`src/rtl/io_uart_tx_if.sv`:
```
// -----------------------------------------------------------------------------
// io_uart_tx_if
// Core 8-bit IO bus as seen by a responder such as io_uart_tx.
//   io_addr        8   IO word address (byte address, [1:0] ignored)
//   io_en          1   access strobe, one cycle per access
//   io_we          1   1=write, 0=read (qualified by io_en)
//   io_data_write  32  write data
//   io_data_read   32  read data from the responder, 0 when not selected
// master: the core driving accesses; slave: the responding peripheral.
// -----------------------------------------------------------------------------
interface io_uart_tx_if;
    logic [7:0]  io_addr;
    logic        io_en;
    logic        io_we;
    logic [31:0] io_data_write;
    logic [31:0] io_data_read;

    modport master (
        output io_addr, io_en, io_we, io_data_write,
        input  io_data_read
    );

    modport slave (
        input  io_addr, io_en, io_we, io_data_write,
        output io_data_read
    );
endinterface

```
`src/rtl/io_uart_tx.sv`:
```
// -----------------------------------------------------------------------------
// io_uart_tx
// Memory-mapped UART transmitter on the core IO bus. Bytes written to TXDATA
// are queued in a TX FIFO and sent as 8N1 frames (start, 8 data LSB first,
// stop), each bit lasting DIVISOR clock cycles.
//   clk       clock, all state on the rising edge
//   reset     asynchronous, active-high
//   io        IO bus, slave side (addr/en/we/write data in, read data out)
//   uart_txd  serial output, idle high, driven straight from a flop
//   irq_tx    TX-done interrupt
// Register map at io_addr[3:2] when io_addr[7:4] == BASE_ADDR[7:4]:
//   0 TXDATA  W push [7:0]; R 0
//   1 STATUS  R [0]busy [1]full [2]empty [3]ovf [15:8]count; W bit3=1 clears ovf
//   2 DIVISOR R/W [DIV_WIDTH-1:0]; writing 0 stores 1
//   3 IRQEN   R/W [0] irq_en
// Optional feature macro IO_UART_TX_IRQ_EN: when defined, IRQEN exists and
// irq_tx = registered (irq_en & fifo empty & ~busy). When undefined, IRQEN
// reads 0, writes are ignored and irq_tx is tied low.
// -----------------------------------------------------------------------------
module io_uart_tx #(
    parameter logic [7:0]  BASE_ADDR  = 8'h20,
    parameter int unsigned FIFO_DEPTH = 8,
    parameter int unsigned DIV_WIDTH  = 16,
    parameter int unsigned DIV_RESET  = 434
) (
    input  logic         clk,
    input  logic         reset,
    io_uart_tx_if.slave  io,
    output logic         uart_txd,
    output logic         irq_tx
);
    localparam int unsigned PTR_W = $clog2(FIFO_DEPTH);
    localparam int unsigned CNT_W = PTR_W + 1;

    typedef enum logic [1:0] {S_IDLE, S_START, S_DATA, S_STOP} state_t;

    state_t               state_q, state_d;
    logic [7:0]           shift_q, shift_d;
    logic [2:0]           bit_idx_q, bit_idx_d;
    logic [DIV_WIDTH-1:0] cnt_q, cnt_d;
    logic                 txd_q, txd_d;
    logic [DIV_WIDTH-1:0] div_q, div_d;
    logic                 ovf_q, ovf_d;
    logic [7:0]           mem_q [FIFO_DEPTH];
    logic [7:0]           mem_d [FIFO_DEPTH];
    logic [PTR_W-1:0]     wr_ptr_q, wr_ptr_d, rd_ptr_q, rd_ptr_d;
    logic [CNT_W-1:0]     count_q, count_d;

    logic                 sel, wr, push, pop, busy, fifo_empty, fifo_full, bit_end;
    logic [1:0]           reg_idx;
    logic [DIV_WIDTH-1:0] reload, wdiv;
    logic [31:0]          rdata;
    logic                 unused_bus;

    assign sel        = io.io_en && (io.io_addr[7:4] == BASE_ADDR[7:4]);
    assign wr         = sel && io.io_we;
    assign reg_idx    = io.io_addr[3:2];
    assign busy       = (state_q != S_IDLE);
    assign fifo_empty = (count_q == '0);
    assign fifo_full  = (count_q == CNT_W'(FIFO_DEPTH));
    assign bit_end    = (cnt_q == '0);
    assign reload     = div_q - DIV_WIDTH'(1);
    assign wdiv       = io.io_data_write[DIV_WIDTH-1:0];
    assign unused_bus = ^{io.io_data_write, io.io_addr[1:0]};

    // Transmit FSM, FIFO and register writes
    always_comb begin
        state_d   = state_q;
        shift_d   = shift_q;
        bit_idx_d = bit_idx_q;
        cnt_d     = cnt_q;
        txd_d     = txd_q;
        div_d     = div_q;
        ovf_d     = ovf_q;
        mem_d     = mem_q;
        wr_ptr_d  = wr_ptr_q;
        rd_ptr_d  = rd_ptr_q;
        count_d   = count_q;
        pop       = 1'b0;
        push      = 1'b0;

        case (state_q)
            S_IDLE: begin
                txd_d = 1'b1;
                if (!fifo_empty) begin
                    pop     = 1'b1;
                    shift_d = mem_q[rd_ptr_q];
                    cnt_d   = reload;
                    txd_d   = 1'b0;
                    state_d = S_START;
                end
            end
            S_START: begin
                if (bit_end) begin
                    txd_d     = shift_q[0];
                    bit_idx_d = '0;
                    cnt_d     = reload;
                    state_d   = S_DATA;
                end else begin
                    cnt_d = cnt_q - DIV_WIDTH'(1);
                end
            end
            S_DATA: begin
                if (bit_end) begin
                    cnt_d = reload;
                    if (bit_idx_q == 3'd7) begin
                        txd_d   = 1'b1;
                        state_d = S_STOP;
                    end else begin
                        shift_d   = shift_q >> 1;
                        txd_d     = shift_q[1];
                        bit_idx_d = bit_idx_q + 3'd1;
                    end
                end else begin
                    cnt_d = cnt_q - DIV_WIDTH'(1);
                end
            end
            S_STOP: begin
                if (bit_end) begin
                    // Chain straight into the next start bit: no idle gap
                    if (!fifo_empty) begin
                        pop     = 1'b1;
                        shift_d = mem_q[rd_ptr_q];
                        cnt_d   = reload;
                        txd_d   = 1'b0;
                        state_d = S_START;
                    end else begin
                        txd_d   = 1'b1;
                        state_d = S_IDLE;
                    end
                end else begin
                    cnt_d = cnt_q - DIV_WIDTH'(1);
                end
            end
            default: begin
                txd_d   = 1'b1;
                state_d = S_IDLE;
            end
        endcase

        // A pop in the same cycle frees a slot, so a full FIFO still accepts
        if (wr && reg_idx == 2'd0) begin
            if (!fifo_full || pop) push = 1'b1;
            else                   ovf_d = 1'b1;
        end
        if (wr && reg_idx == 2'd1 && io.io_data_write[3]) ovf_d = 1'b0;
        if (wr && reg_idx == 2'd2) div_d = (wdiv == '0) ? DIV_WIDTH'(1) : wdiv;

        if (push) begin
            mem_d[wr_ptr_q] = io.io_data_write[7:0];
            wr_ptr_d        = wr_ptr_q + PTR_W'(1);
        end
        if (pop) rd_ptr_d = rd_ptr_q + PTR_W'(1);
        case ({push, pop})
            2'b10:   count_d = count_q + CNT_W'(1);
            2'b01:   count_d = count_q - CNT_W'(1);
            default: count_d = count_q;
        endcase
    end

    always_ff @(posedge clk or posedge reset) begin
        if (reset) begin
            state_q   <= S_IDLE;
            shift_q   <= '0;
            bit_idx_q <= '0;
            cnt_q     <= '0;
            txd_q     <= 1'b1;
            div_q     <= DIV_WIDTH'(DIV_RESET);
            ovf_q     <= 1'b0;
            mem_q     <= '{default: '0};
            wr_ptr_q  <= '0;
            rd_ptr_q  <= '0;
            count_q   <= '0;
        end else begin
            state_q   <= state_d;
            shift_q   <= shift_d;
            bit_idx_q <= bit_idx_d;
            cnt_q     <= cnt_d;
            txd_q     <= txd_d;
            div_q     <= div_d;
            ovf_q     <= ovf_d;
            mem_q     <= mem_d;
            wr_ptr_q  <= wr_ptr_d;
            rd_ptr_q  <= rd_ptr_d;
            count_q   <= count_d;
        end
    end

    assign uart_txd = txd_q;

`ifdef IO_UART_TX_IRQ_EN
    logic irq_en_q, irq_en_d, irq_q, irq_d;

    always_comb begin
        irq_en_d = irq_en_q;
        if (wr && reg_idx == 2'd3) irq_en_d = io.io_data_write[0];
        irq_d = irq_en_q && fifo_empty && !busy;
    end

    always_ff @(posedge clk or posedge reset) begin
        if (reset) begin
            irq_en_q <= 1'b0;
            irq_q    <= 1'b0;
        end else begin
            irq_en_q <= irq_en_d;
            irq_q    <= irq_d;
        end
    end

    assign irq_tx = irq_q;
`else
    assign irq_tx = 1'b0;
`endif

    // Read mux: purely combinational, no side effects
    always_comb begin
        rdata = '0;
        if (sel && !io.io_we) begin
            case (reg_idx)
                2'd1:    rdata = {16'h0, 8'(count_q), 4'h0, ovf_q, fifo_empty, fifo_full, busy};
                2'd2:    rdata = 32'(div_q);
`ifdef IO_UART_TX_IRQ_EN
                2'd3:    rdata = {31'h0, irq_en_q};
`endif
                default: rdata = '0;
            endcase
        end
    end

    assign io.io_data_read = rdata;
endmodule
```
`src/flat_wrapper.sv`:
```
// flat-port wrapper written by rule: the top's interface ports become plain ports
module io_uart_tx_flat 
#(
    parameter logic [7:0]  BASE_ADDR  = 8'h20,
    parameter int unsigned FIFO_DEPTH = 8,
    parameter int unsigned DIV_WIDTH  = 16,
    parameter int unsigned DIV_RESET  = 434
)
  (clk, reset, uart_txd, irq_tx, io_io_addr, io_io_en, io_io_we, io_io_data_write, io_io_data_read);
  io_uart_tx_if io_i ();
  input  logic clk;
  input  logic reset;
  output logic uart_txd;
  output logic irq_tx;
  input wire logic [$bits(io_i.io_addr)-1:0] io_io_addr;
  input wire logic [$bits(io_i.io_en)-1:0] io_io_en;
  input wire logic [$bits(io_i.io_we)-1:0] io_io_we;
  input wire logic [$bits(io_i.io_data_write)-1:0] io_io_data_write;
  output wire logic [$bits(io_i.io_data_read)-1:0] io_io_data_read;
  assign io_i.io_addr = io_io_addr;
  assign io_i.io_en = io_io_en;
  assign io_i.io_we = io_io_we;
  assign io_i.io_data_write = io_io_data_write;
  assign io_io_data_read = io_i.io_data_read;
  io_uart_tx #(.BASE_ADDR(BASE_ADDR), .FIFO_DEPTH(FIFO_DEPTH), .DIV_WIDTH(DIV_WIDTH), .DIV_RESET(DIV_RESET)) u_core (.clk(clk), .reset(reset), .io(io_i), .uart_txd(uart_txd), .irq_tx(irq_tx));
endmodule
```
`config.mk`:
```
export PLATFORM = sky130hd
export DESIGN_NAME = io_uart_tx_flat
export DESIGN_NICKNAME = d
export VERILOG_FILES = /design/src/rtl/io_uart_tx_if.sv /design/src/rtl/io_uart_tx.sv /design/src/flat_wrapper.sv
export SDC_FILE = /design/constraint.sdc
export NUM_CORES = 1
export LEC_CHECK = 0
export BUFFER_PORTS_ARGS = -buffer_cell sky130_fd_sc_hd__buf_2
export CORE_ASPECT_RATIO = 1.4
export CORE_UTILIZATION = 54
export DETAILED_ROUTE_END_ITERATION = 16
export HOLD_SLACK_MARGIN = 0.1
export MAX_ROUTING_LAYER = met4
export PLACE_DENSITY = 0.86
export SLEW_MARGIN = 20
export SYNTH_ARGS = -nofsm -noshare
export SYNTH_HDL_FRONTEND = slang
export SYNTH_SLANG_ARGS = --single-unit
```
`constraint.sdc`:
```
create_clock -name clk -period 4.13 [get_ports clk]
set_input_delay 0.826 -clock clk [delete_from_list [all_inputs] [get_ports clk]]
set_output_delay 0.826 -clock clk [all_outputs]
set_load 0.02 [all_outputs]
```
== Word-level counts from Yosys, hierarchy flattened ==
Cells that the tools add are included.
Word-level totals
  input port bits: 44
  bits in writable memories: 0
  logic and storage cells: 118
  memories kept: 0
  bits in latches: 0
  register bits after elaboration: 121
  memory bits (read-only): 0
Operators by class
  muxes and demuxes: 44
  bitwise logic cells: 2
  div/mod/pow operators: 0
  add/subtract/negate cells: 7
  eq/ne operators: 17
  multipliers: 0
  reductions and logical operators: 27
  shift operators: 0
  $lt $le $gt $ge: 3
Operators with widths (number)
  $bwmux W64: 1
  $mux W16: 4
  $mux W8: 7
  $pmux W16 S3: 1
  $logic_not A16 Y1: 2
  $mux W32: 1
  $pmux W16 S2: 1
  $sub A16 B1 Y16 const B: 2
  $bmux W8 S3: 1
  $demux W8 S3: 1
  $pmux W8 S3: 1
  $mux W1: 13
  $mux W2: 5
  $add A3 B1 Y3 const B: 3
  $mux W3: 3
  $eq A2 B2 Y1 const B: 4
  $ge A4 B4 Y1 const B: 2
  $logic_and A1 B1 Y1: 8
  $ne A2 B1 Y1 const B: 4
  $not A3 Y4: 2
  $pmux W2 S4: 1
  $pmux W4 S2: 1
  $reduce_and A4 Y1: 2
  $reduce_bool A2 Y1: 4
  20 further kinds: 26

== Longest topological paths before layout ==
Gate-level depths: netlist (run 1).
  word-level depth: 9
  depth in mapped cells: 14
  depth with buffers taken out: 13

== Worst setup path before layout (run 1) ==
Ideal clock, no wire load.
  path kind: reg2reg
  start point: reg u_core.cnt_q[6]
  end point: reg u_core.count_q[3]
  arrival: 3083 ps
  slack: 968 ps
  stages on the path, launching flop included: 15
  clock period less this slack: 3162 ps
  path buffers: 3
  path through: dfrtp_1 -> buf_6 -> or4_4 -> buf_6 -> nor4_4 -> a22o_1 -> clkbuf_1 -> nand2_1 -> inv_1 -> ha_1 -> a21o_1 -> a21oi_1 -> nand2_1 -> mux2i_1 -> xor2_1
Between the ends
  longest elaborated chain between the ends: 8
  elaborated cells between the ends (all ways): 10
  those cells by class: eq/ne: 2; mux: 5; reduce/logical: 3
Ends and longest elaborated chain
  from (decl): line io_uart_tx.sv:40  | logic [DIV_WIDTH-1:0] cnt_q, cnt_d;
  from (signal assigned): line io_uart_tx.sv:178  | cnt_q <= cnt_d;
  $logic_not A16 Y1 (*): line io_uart_tx.sv:61  | assign bit_end = (cnt_q == '0);
  $mux W1 (*): line io_uart_tx.sv:119  | if (bit_end) begin
  $pmux W1 S2 (*): line io_uart_tx.sv:82  | case (state_q)
  $logic_or A1 B1 Y1: line io_uart_tx.sv:143  | if (!fifo_full || pop) push = 1'b1;
  $mux W1: line io_uart_tx.sv:143
  $mux W1: line io_uart_tx.sv:142  | if (wr && reg_idx == 2'd0) begin
  $eq A2 B1 Y1 or $eq A2 B2 Y1 (tied branches): line io_uart_tx.sv:154  | case ({push, pop})
  $pmux W4 S2 or $reduce_bool A2 Y1 (tied branches)
  to (signal assigned): line io_uart_tx.sv:185  | count_q <= count_d;
  to (decl): line io_uart_tx.sv:47  | logic [CNT_W-1:0] count_q, count_d;
Mark *: on every way between the ends. The rest lies on a longest branch, timed or not.
A chain may end at the register's enable or synchronous reset.

== Worst setup path after layout (run 1) ==
  start point: in io_io_addr[4]
  end point: out io_io_data_read[11]
Between the ends
  longest elaborated chain between the ends: 4
Ends and longest elaborated chain
  from (decl): line flat_wrapper.sv:15  | input wire logic [$bits(io_i.io_addr)-1:0] io_io_addr;
  $eq A4 B2 Y1: line io_uart_tx.sv:55  | assign sel = io.io_en && (io.io_addr[7:4] == BASE_ADDR[7:4]);
  $logic_and A1 B1 Y1: line io_uart_tx.sv:55
  $logic_and A1 B1 Y1: line io_uart_tx.sv:218  | if (sel && !io.io_we) begin
  $mux W32: line io_uart_tx.sv:218
  to (decl): line flat_wrapper.sv:19  | output wire logic [$bits(io_i.io_data_read)-1:0] io_io_data_read;
Every way passes these cells.

==> flow_summary.yaml, run 1 <==
synth:
  synth_area_sq_um: 7320
  synth_warnings: 0
  ys_seq_area_share_pct: 41.5
  synth_cell_types: 76
  synth_edf_count: 0
  ys_seq_elements: 121
  synth_cells: 666
  async_reset_ff_share_pct: 100
  avgSynthCellArea_sq_um: 11.0
  synth_ff_type: "dfrtp_1"
hold_path:
  hold_class: "reg2reg"
  min_to: "u_core.mem_q[11]"
  hp-start: "u_core.mem_q[11]"
  min_path_cells: 1
timing:
  skew_ns: 0.00845
  finalSetupViolCount: 0
  timing.setup.tns_ns: 0
  rsz0062_at_grt: "false"
  slew_headroom_pct: 31.9
  setup_ws_ns: 0.563
  post-route-period-util_pct: 86.4
  max_freq_ghz: 0.280
  period_minus_slack_ns: 3.57
  slew_viol_final: 0
  finalHoldViolCount: 0
  worstMarginPinSlew_ns: 1.01
routing:
  drt_iter0_drc: 483
  avgRoutedWirePerCell_microns: 22.8
  ant_nets: 0
  via_count: 5795
  first_pass_iters: 5
  drc: 0
  routed_wl_microns: 20000
  post_drt_via_cell_ratio: 6.60
setup_path:
  worst-r2r-cell-count: 11
  critPathKind: "in2out"
  r2r_end: "u_core.count_q[3]"
  r2r_slack_ns: 0.57
  arrival_ns: 2.74
  setup.worst_path.start_class: "primary input"
  crit_path_end_kind: "output port"
  cp.required_ns: 3.30
  cp_max_fo: 9
  r2r-start: "u_core.cnt_q[6]"
floorplanning:
  num_io_pins: 78
  fp.dieArea_sq_um: 14000
  coreArea_sq_um: 13300
  die_x_microns: 100
  initial_core_util_pct: 54.9
  dieHeight_microns: 140
  fp-row-count: 50
cts:
  numCtsBuffers: 17
  clk_latency_ns: 0.43
  postCtsSetupBuffers: 0
  htree_levels: 4
  cts.path.max_buffers: 2
  clock-root-buffer: "clkbuf_16"
  clkTransAtPathRegs_ns: 0.06
  cts_tree: "yes"
  cts-hold-fix-buffers: 0
  cts_resized: 0
  cts.sinks: 121
placed_design:
  numPortBuffers: 42
  dp_slack_ns: 0.614
  dpl.hpwl_microns: 13600
  place_congestion: 0.906
cells_and_area:
  final_cell_mix: "114 x dfrtp_1, 62 x mux2_2, 42 x buf_2"
  diodes: 0
  layout_commonest_cell: "dfrtp_1"
  drive_gt1_share_pct: 28.2
  finalNetCount: 745
  area_growth_syn_to_layout_pct: 11.3
  fin_util_pct: 61.1
flow_run:
  maxCapViolCount: 0
run_status:
  status: "complete, no violations"
global_routing:
  antenna_found_initial: 0
  track_usage_pct: 30.7
  grt_pass1_vias: 5873
  grt_max_degree: 68
  overflow: 0
  grt_pass1_wl_microns: 31500
power:
  powerDensity_nw_per_um2: 626
  p_leak_nw: 3.84
  ir_drop_mv: 0.420
## routing by layer
layer	global-route usage, %	up-vias	routed length (microns)
li1	-	2500	-
met1	32.5	2867	6930
met2	52.0	315	10600
met3	4.62	113	1070
met4	20.9	0	1330
met5	-	-	0
## worst max-delay path by stage
stage,start,endpoint,slack (ns),cells after the start
finish,io_io_addr[4],io_io_data_read[11],0.56,7
global placement,io_io_addr[4],io_io_data_read[0],0.72,7
detailed placement,io_io_addr[4],io_io_data_read[11],0.61,7
global route,io_io_addr[4],io_io_data_read[11],0.42,7
floorplan,reset,u_core.bit_idx_q[0],0.1,1
CTS,io_io_addr[4],io_io_data_read[11],0.60,7
## cell usage after synthesis, types with 5 or more instances
master | count | share of area (%)
mux2i_1 | 13 | 1.8
xor2_1 | 8 | 0.96
mux2_2 | 62 | 9.5
a21oi_1 | 24 | 1.6
xnor2_1 | 16 | 1.9
nand4_1 | 5 | 0.43
a22o_1 | 18 | 2.2
inv_1 | 19 | 0.97
mux4_2 | 16 | 4.9
clkbuf_1 | 39 | 2.0
mux2_4 | 16 | 3.3
nor3_1 | 15 | 1.0
and3_1 | 11 | 0.94
a21o_1 | 5 | 0.51
or3_1 | 7 | 0.60
o31ai_1 | 7 | 0.72
ha_1 | 17 | 2.9
dfrtp_1 | 115 | 39
o21ai_0 | 30 | 2.1
nor4_1 | 16 | 1.4
or4_1 | 7 | 0.72
nand2_1 | 32 | 1.6
buf_4 | 17 | 1.7
nand3_1 | 5 | 0.34
nor2_1 | 38 | 1.9
a22oi_1 | 12 | 1.2
dfstp_2 | 6 | 2.2
## kinds of logic (layout without fill, tap and decap cells)
kind of cell	count (synthesis)	in the layout	synth area share (%)
compound gates	143	143	13.7
xor+xnor	24	24	2.87
fa+ha+maj	18	18	3.18
buf+inv	87	101	5.80
flops	121	121	41.5
mux	110	110	20.0
other cells	1	17	0.0513
simple gates	162	162	12.9
## area by class of cell
cell class	count	area [sq um]
clock inverters	15	178
fillers	1006	5180
well taps	182	228
clock buffers	17	425
flip-flops and latches	121	3040
inverters	20	77.6
repair buffers	49	275
multi-input cells	474	3920
## per-stage QoR
step	hold WS, ns	total power, W	std cells	area, sq um
after CTS	0.499	0.00504	878	8140
after detailed placement	0.474	0.00349	846	7540
after floorplan	0.452	0.00305	682	7380
after global placement	0.462	0.00338	846	7540
final	0.502	0.00510	878	8140
after global routing	0.510	0.00530	878	8140
## worst max-delay path, stage by stage
cell	delay, ns
buf_2	0.09
nor4b_1	0.46
nand2_1	0.10
nor2_1	0.58
nand2_1	0.32
nor2_1	0.18
buf_2	0.18
## sequential cells by signal, summed over array words and instances (netlist names)
signal	flops
u_core.bit_idx_q	3
u_core.cnt_q	16
u_core.count_q	4
u_core.div_q	16
u_core.mem_q	64
u_core.ovf_q	1
u_core.rd_ptr_q	3
u_core.shift_q	8
u_core.state_q	2
u_core.uart_txd	1
u_core.wr_ptr_q	3
## power by group
part | internal (W) | switching, W | leakage, nW
clock | 0.000913 | 0.000633 | 0.299
combinational | 0.000782 | 0.00110 | 1.92
sequential | 0.00135 | 0.000317 | 1.62
total | 0.00304 | 0.00205 | 3.84
No activity file was read; power rests on OpenSTA's default activity.
==> inputs of run 2 (changes only) <==
CORE_MARGIN = 2   (was unset)
==> flow_summary.yaml, run 2 (same netlist as run 1, synthesis figures left out) <==
setup_path:
  cp.required_ns: 4.46
  setup.worst_path.start_class: "flip-flop"
  cp_max_fo: 8
  critPathKind: "reg2reg"
  arrival_ns: 3.85
  crit_path_end_kind: "flip-flop"
routing:
  first_pass_iters: 5
  post_drt_via_cell_ratio: 6.46
  routed_wl_microns: 19700
  ant_nets: 0
  drc: 0
  drt_iter0_drc: 424
  avgRoutedWirePerCell_microns: 22.4
  via_count: 5681
timing:
  worstMarginPinSlew_ns: 1.09
  finalSetupViolCount: 0
  period_minus_slack_ns: 3.51
  rsz0062_at_grt: "false"
  slew_viol_final: 0
  setup_ws_ns: 0.618
  post-route-period-util_pct: 85.0
  slew_headroom_pct: 26.5
  timing.setup.tns_ns: 0
  max_freq_ghz: 0.285
  finalHoldViolCount: 0
  skew_ns: 0.0103
cts:
  clkTransAtPathRegs_ns: 0.06
  numCtsBuffers: 17
  postCtsSetupBuffers: 0
  htree_levels: 4
  cts.path.max_buffers: 2
  cts.sinks: 121
  clk_latency_ns: 0.42
  cts_resized: 0
  cts-hold-fix-buffers: 0
  cts_tree: "yes"
  clock-root-buffer: "clkbuf_16"
placed_design:
  dp_slack_ns: 0.648
  place_congestion: 0.913
  dpl.hpwl_microns: 13400
  numPortBuffers: 42
cells_and_area:
  area_growth_syn_to_layout_pct: 11.3
  top_regs: "u_core.mem_q x64, u_core.cnt_q x16, u_core.div_q x16"
  final_cell_mix: "115 x dfrtp_1, 62 x mux2_2, 42 x buf_2"
  layout_commonest_cell: "dfrtp_1"
  top_register: "u_core.mem_q"
  largest_register_ff_count: 64
  finalNetCount: 746
  drive_gt1_share_pct: 28.0
floorplanning:
  coreArea_sq_um: 13300
  initial_core_util_pct: 54.9
  num_io_pins: 78
  die_x_microns: 102
  fp-row-count: 50
  dieHeight_microns: 142
  fp.dieArea_sq_um: 14500
global_routing:
  track_usage_pct: 29.7
  overflow: 0
  grt_pass1_wl_microns: 31600
  grt_pass1_vias: 5823
  antenna_found_initial: 1
  grt_max_degree: 82
hold_path:
  hold_class: "in2async"
power:
  powerDensity_nw_per_um2: 621
  seqPwrFrac_pct: 32.0
  ir_drop_mv: 0.409
  p_int_w: 0.00304
  switching_share_pct: 39.8
  pwr-share-clk_pct: 29.7
  p_comb_share_pct: 38.3
  p_sw_w: 0.00201
  p_leak_nw: 3.82
run_status:
  status: "complete, no violations"
flow_run:
  maxCapViolCount: 0
[run 2: final cells by class]
class / count / area (sq um)
fillers: 971 / 5180
multi-input cells: 474 / 3920
flip-flops and latches: 121 / 3040
clock buffers: 18 / 429
repair buffers: 50 / 283
well taps: 182 / 228
clock inverters: 14 / 166
inverters: 20 / 77.6
diodes: 1 / 2.50
[run 2: metal layers]
layer  share of wire, %  vias to the layer above  global-route usage, %
li1                   -                     2497                      -
met1                 35                     2790                   31.7
met2                 53                      299                   50.9
met3                6.4                       95                   6.60
met4                5.4                        0                   15.2
met5                  0                        -                      -
[run 2: power groups by stage]
stage               combinational (W)  clock, W  sequential [W]
floorplan                     0.00155         0         0.00150
global placement              0.00181         0         0.00161
detailed placement            0.00187         0         0.00163
CTS                           0.00190   0.00151         0.00161
global route                  0.00210   0.00156         0.00164
finish                        0.00194   0.00150         0.00162
[run 2: worst max-delay path, cell delays in order, from the launching register on]
cell and delay, ns:
dfrtp_1 0.47, or4_1 0.68, nor4_2 0.53, a22o_1 0.46, nand2_1 0.15, inv_1 0.13
ha_1 0.24, a21o_1 0.18, a21oi_1 0.17, nand2_1 0.08, mux2i_1 0.19, xor2_1 0.16
[run 2: worst paths after layout]
| path | startpoint | endpoint | slack (ns) | cells past startpoint |
|---|---|---|---|---|
| worst max-delay path | u_core.cnt_q[12] | u_core.count_q[3] | 0.62 | 11 |
| max in group asynchronous | reset | u_core.uart_txd | 2.79 | 3 |
| min in group clk | u_core.mem_q[61] | u_core.mem_q[61] | 0.50 | 1 |
| worst min-delay path | reset | u_core.count_q[2] | 0.47 | 2 |
| worst max register to register | u_core.cnt_q[12] | u_core.count_q[3] | 0.62 | 11 |
| worst min register to register | u_core.mem_q[61] | u_core.mem_q[61] | 0.50 | 1 |
[run 2: stage by stage]
step                instances  hold slack [ns]  utilization [%]  area, sq um  total power (W)
floorplan                 682            0.452                -         7380          0.00305
global placement          847            0.462             56.6         7550          0.00341
detailed placement        847            0.481             56.6         7550          0.00350
CTS                       879            0.482             61.1         8140          0.00502
global route              880            0.502             61.1         8140          0.00531
finish                    880            0.473             61.1         8140          0.00505
==> inputs of run 3 (changes only) <==
RECOVER_POWER = 100   (was unset)
SETUP_SLACK_MARGIN = 0.2   (was unset)
==> flow_summary.yaml, run 3 (same netlist as run 1, synthesis figures left out) <==
cells_and_area:
  finalNetCount: 748
  largest_register_ff_count: 64
  area_growth_syn_to_layout_pct: 9.47
  final_cell_mix: "114 x dfrtp_1, 62 x mux2_2, 38 x nor2_1"
  drive_gt1_share_pct: 22.7
  fillers: 1025
  fin_util_pct: 60.1
  diodes: 0
  top_register: "u_core.mem_q"
  top_regs: "u_core.mem_q x64, u_core.cnt_q x16, u_core.div_q x16"
  layout_commonest_cell: "dfrtp_1"
placed_design:
  numPortBuffers: 42
  place_congestion: 0.954
  dpl.hpwl_microns: 13600
setup_path:
  critPathKind: "reg2reg"
  cp-startpoint: "u_core.cnt_q[12]"
  worst-r2r-cell-count: 5
  crit_path_end_kind: "flip-flop"
  cp_max_fo: 8
  setup.worst_path.start_class: "flip-flop"
  endpoint: "u_core.mem_q[22]"
  r2r_slack_ns: 0.51
  arrival_ns: 3.91
  r2r_end: "u_core.mem_q[22]"
  cp.required_ns: 4.42
  r2r-start: "u_core.cnt_q[12]"
global_routing:
  overflow: 0
  grt_pass1_wl_microns: 30600
  grt_max_degree: 76
  track_usage_pct: 28.6
  antenna_found_initial: 0
  grt_pass1_vias: 5690
cts:
  cts-hold-fix-buffers: 0
  htree_levels: 4
  numCtsBuffers: 17
  cts.path.max_buffers: 2
  cts_resized: 0
  cts_tree: "yes"
  postCtsSetupBuffers: 0
  clock-root-buffer: "clkbuf_16"
  clkTransAtPathRegs_ns: 0.06
  clk_latency_ns: 0.42
  cts.sinks: 121
hold_path:
  hold_class: "in2async"
floorplanning:
  fp-row-count: 50
  num_io_pins: 78
  dieHeight_microns: 142
  die_x_microns: 102
  fp.dieArea_sq_um: 14500
  initial_core_util_pct: 54.9
  coreArea_sq_um: 13300
timing:
  skew_ns: 0.0144
  timing.setup.tns_ns: 0
  finalSetupViolCount: 0
  rsz0062_at_grt: "false"
  max_freq_ghz: 0.276
  slew_headroom_pct: -29.1
  slew_viol_final: 33
  finalHoldViolCount: 0
  post-route-period-util_pct: 87.8
  worstMarginPinSlew_ns: 1.94
  period_minus_slack_ns: 3.62
power:
  power_w: 0.00489
  p_comb_share_pct: 37.9
  seqPwrFrac_pct: 34.0
  p_leak_nw: 3.67
  p_int_w: 0.00292
  ir_drop_mv: 0.443
  powerDensity_nw_per_um2: 610
  pwr-share-clk_pct: 28.1
  p_sw_w: 0.00197
  switching_share_pct: 40.3
routing:
  ant_nets: 0
  routed_wl_microns: 19000
  first_pass_iters: 6
  drc: 0
  via_count: 5656
  drt_iter0_drc: 431
  avgRoutedWirePerCell_microns: 21.5
  post_drt_via_cell_ratio: 6.42
run_status:
  violations: "max-capacitance violations, max-slew violations"
  status: "finished with violations"
flow_run:
  maxCapViolCount: 1
-- run 3: changes by cell type in the layout (fill, tap and decap cells not counted), moves of 3 or more --
cell / change
inv_6: +4
mux2_1: +16
clkinv_4: -3
mux2_4: -16
clkbuf_1: +20
buf_2: -18
-- run 3: worst min-delay path by stage --
stage | start | cells after the start | slack, ns | to
3_5_place_dp | u_core.mem_q[27] | 1 | 0.47 | u_core.mem_q[27]
6_report | reset | 2 | 0.47 | u_core.wr_ptr_q[0]
2_1_floorplan | u_core.mem_q[11] | 1 | 0.45 | u_core.mem_q[11]
5_1_grt | u_core.mem_q[27] | 1 | 0.50 | u_core.mem_q[27]
4_1_cts | u_core.mem_q[27] | 1 | 0.49 | u_core.mem_q[27]
3_3_place_gp | u_core.mem_q[27] | 1 | 0.46 | u_core.mem_q[27]
-- run 3: power by group through the flow --
stage	clock network [W]	registers, W	logic (W)
5_1_grt	0.00145	0.00169	0.00202
3_3_place_gp	0	0.00166	0.00176
2_1_floorplan	0	0.00150	0.00155
4_1_cts	0.00138	0.00165	0.00184
6_report	0.00137	0.00166	0.00185
3_5_place_dp	0	0.00167	0.00182
-- run 3: layer usage --
metal	share of wire, %	track usage [%]
met1	36	32.3
met4	5.4	16.8
met2	53	47.4
met3	5.2	4.73
met5	0	-
-- run 3: layout make-up --
cell class,count,area [sq um],share of cell area [%]
inverter,20,76.3,0.953
clock buffer,18,439,5.48
sequential,121,3040,37.9
tap,182,228,2.84
clock inverter,14,113,1.41
timing repair buffer,52,264,3.30
multi-input combinational,474,3850,48.1
-- run 3: per-stage QoR --
stage	cells	worst slack, ns	hold WS (ns)	cell area (sq um)
global route	881	0.304	0.500	8010
finish	881	0.506	0.469	8010
CTS	880	0.732	0.486	8110
detailed placement	848	0.735	0.474	7550
global placement	848	0.802	0.461	7550
floorplan	682	0.968	0.452	7380
-- run 3: critical path, stage by stage (launching register included) --
cell	delay, ns
dfrtp_1	0.47
or4_1	0.66
nor4_1	0.76
a21boi_4	0.27
or4b_1	0.88
mux2_1	0.44
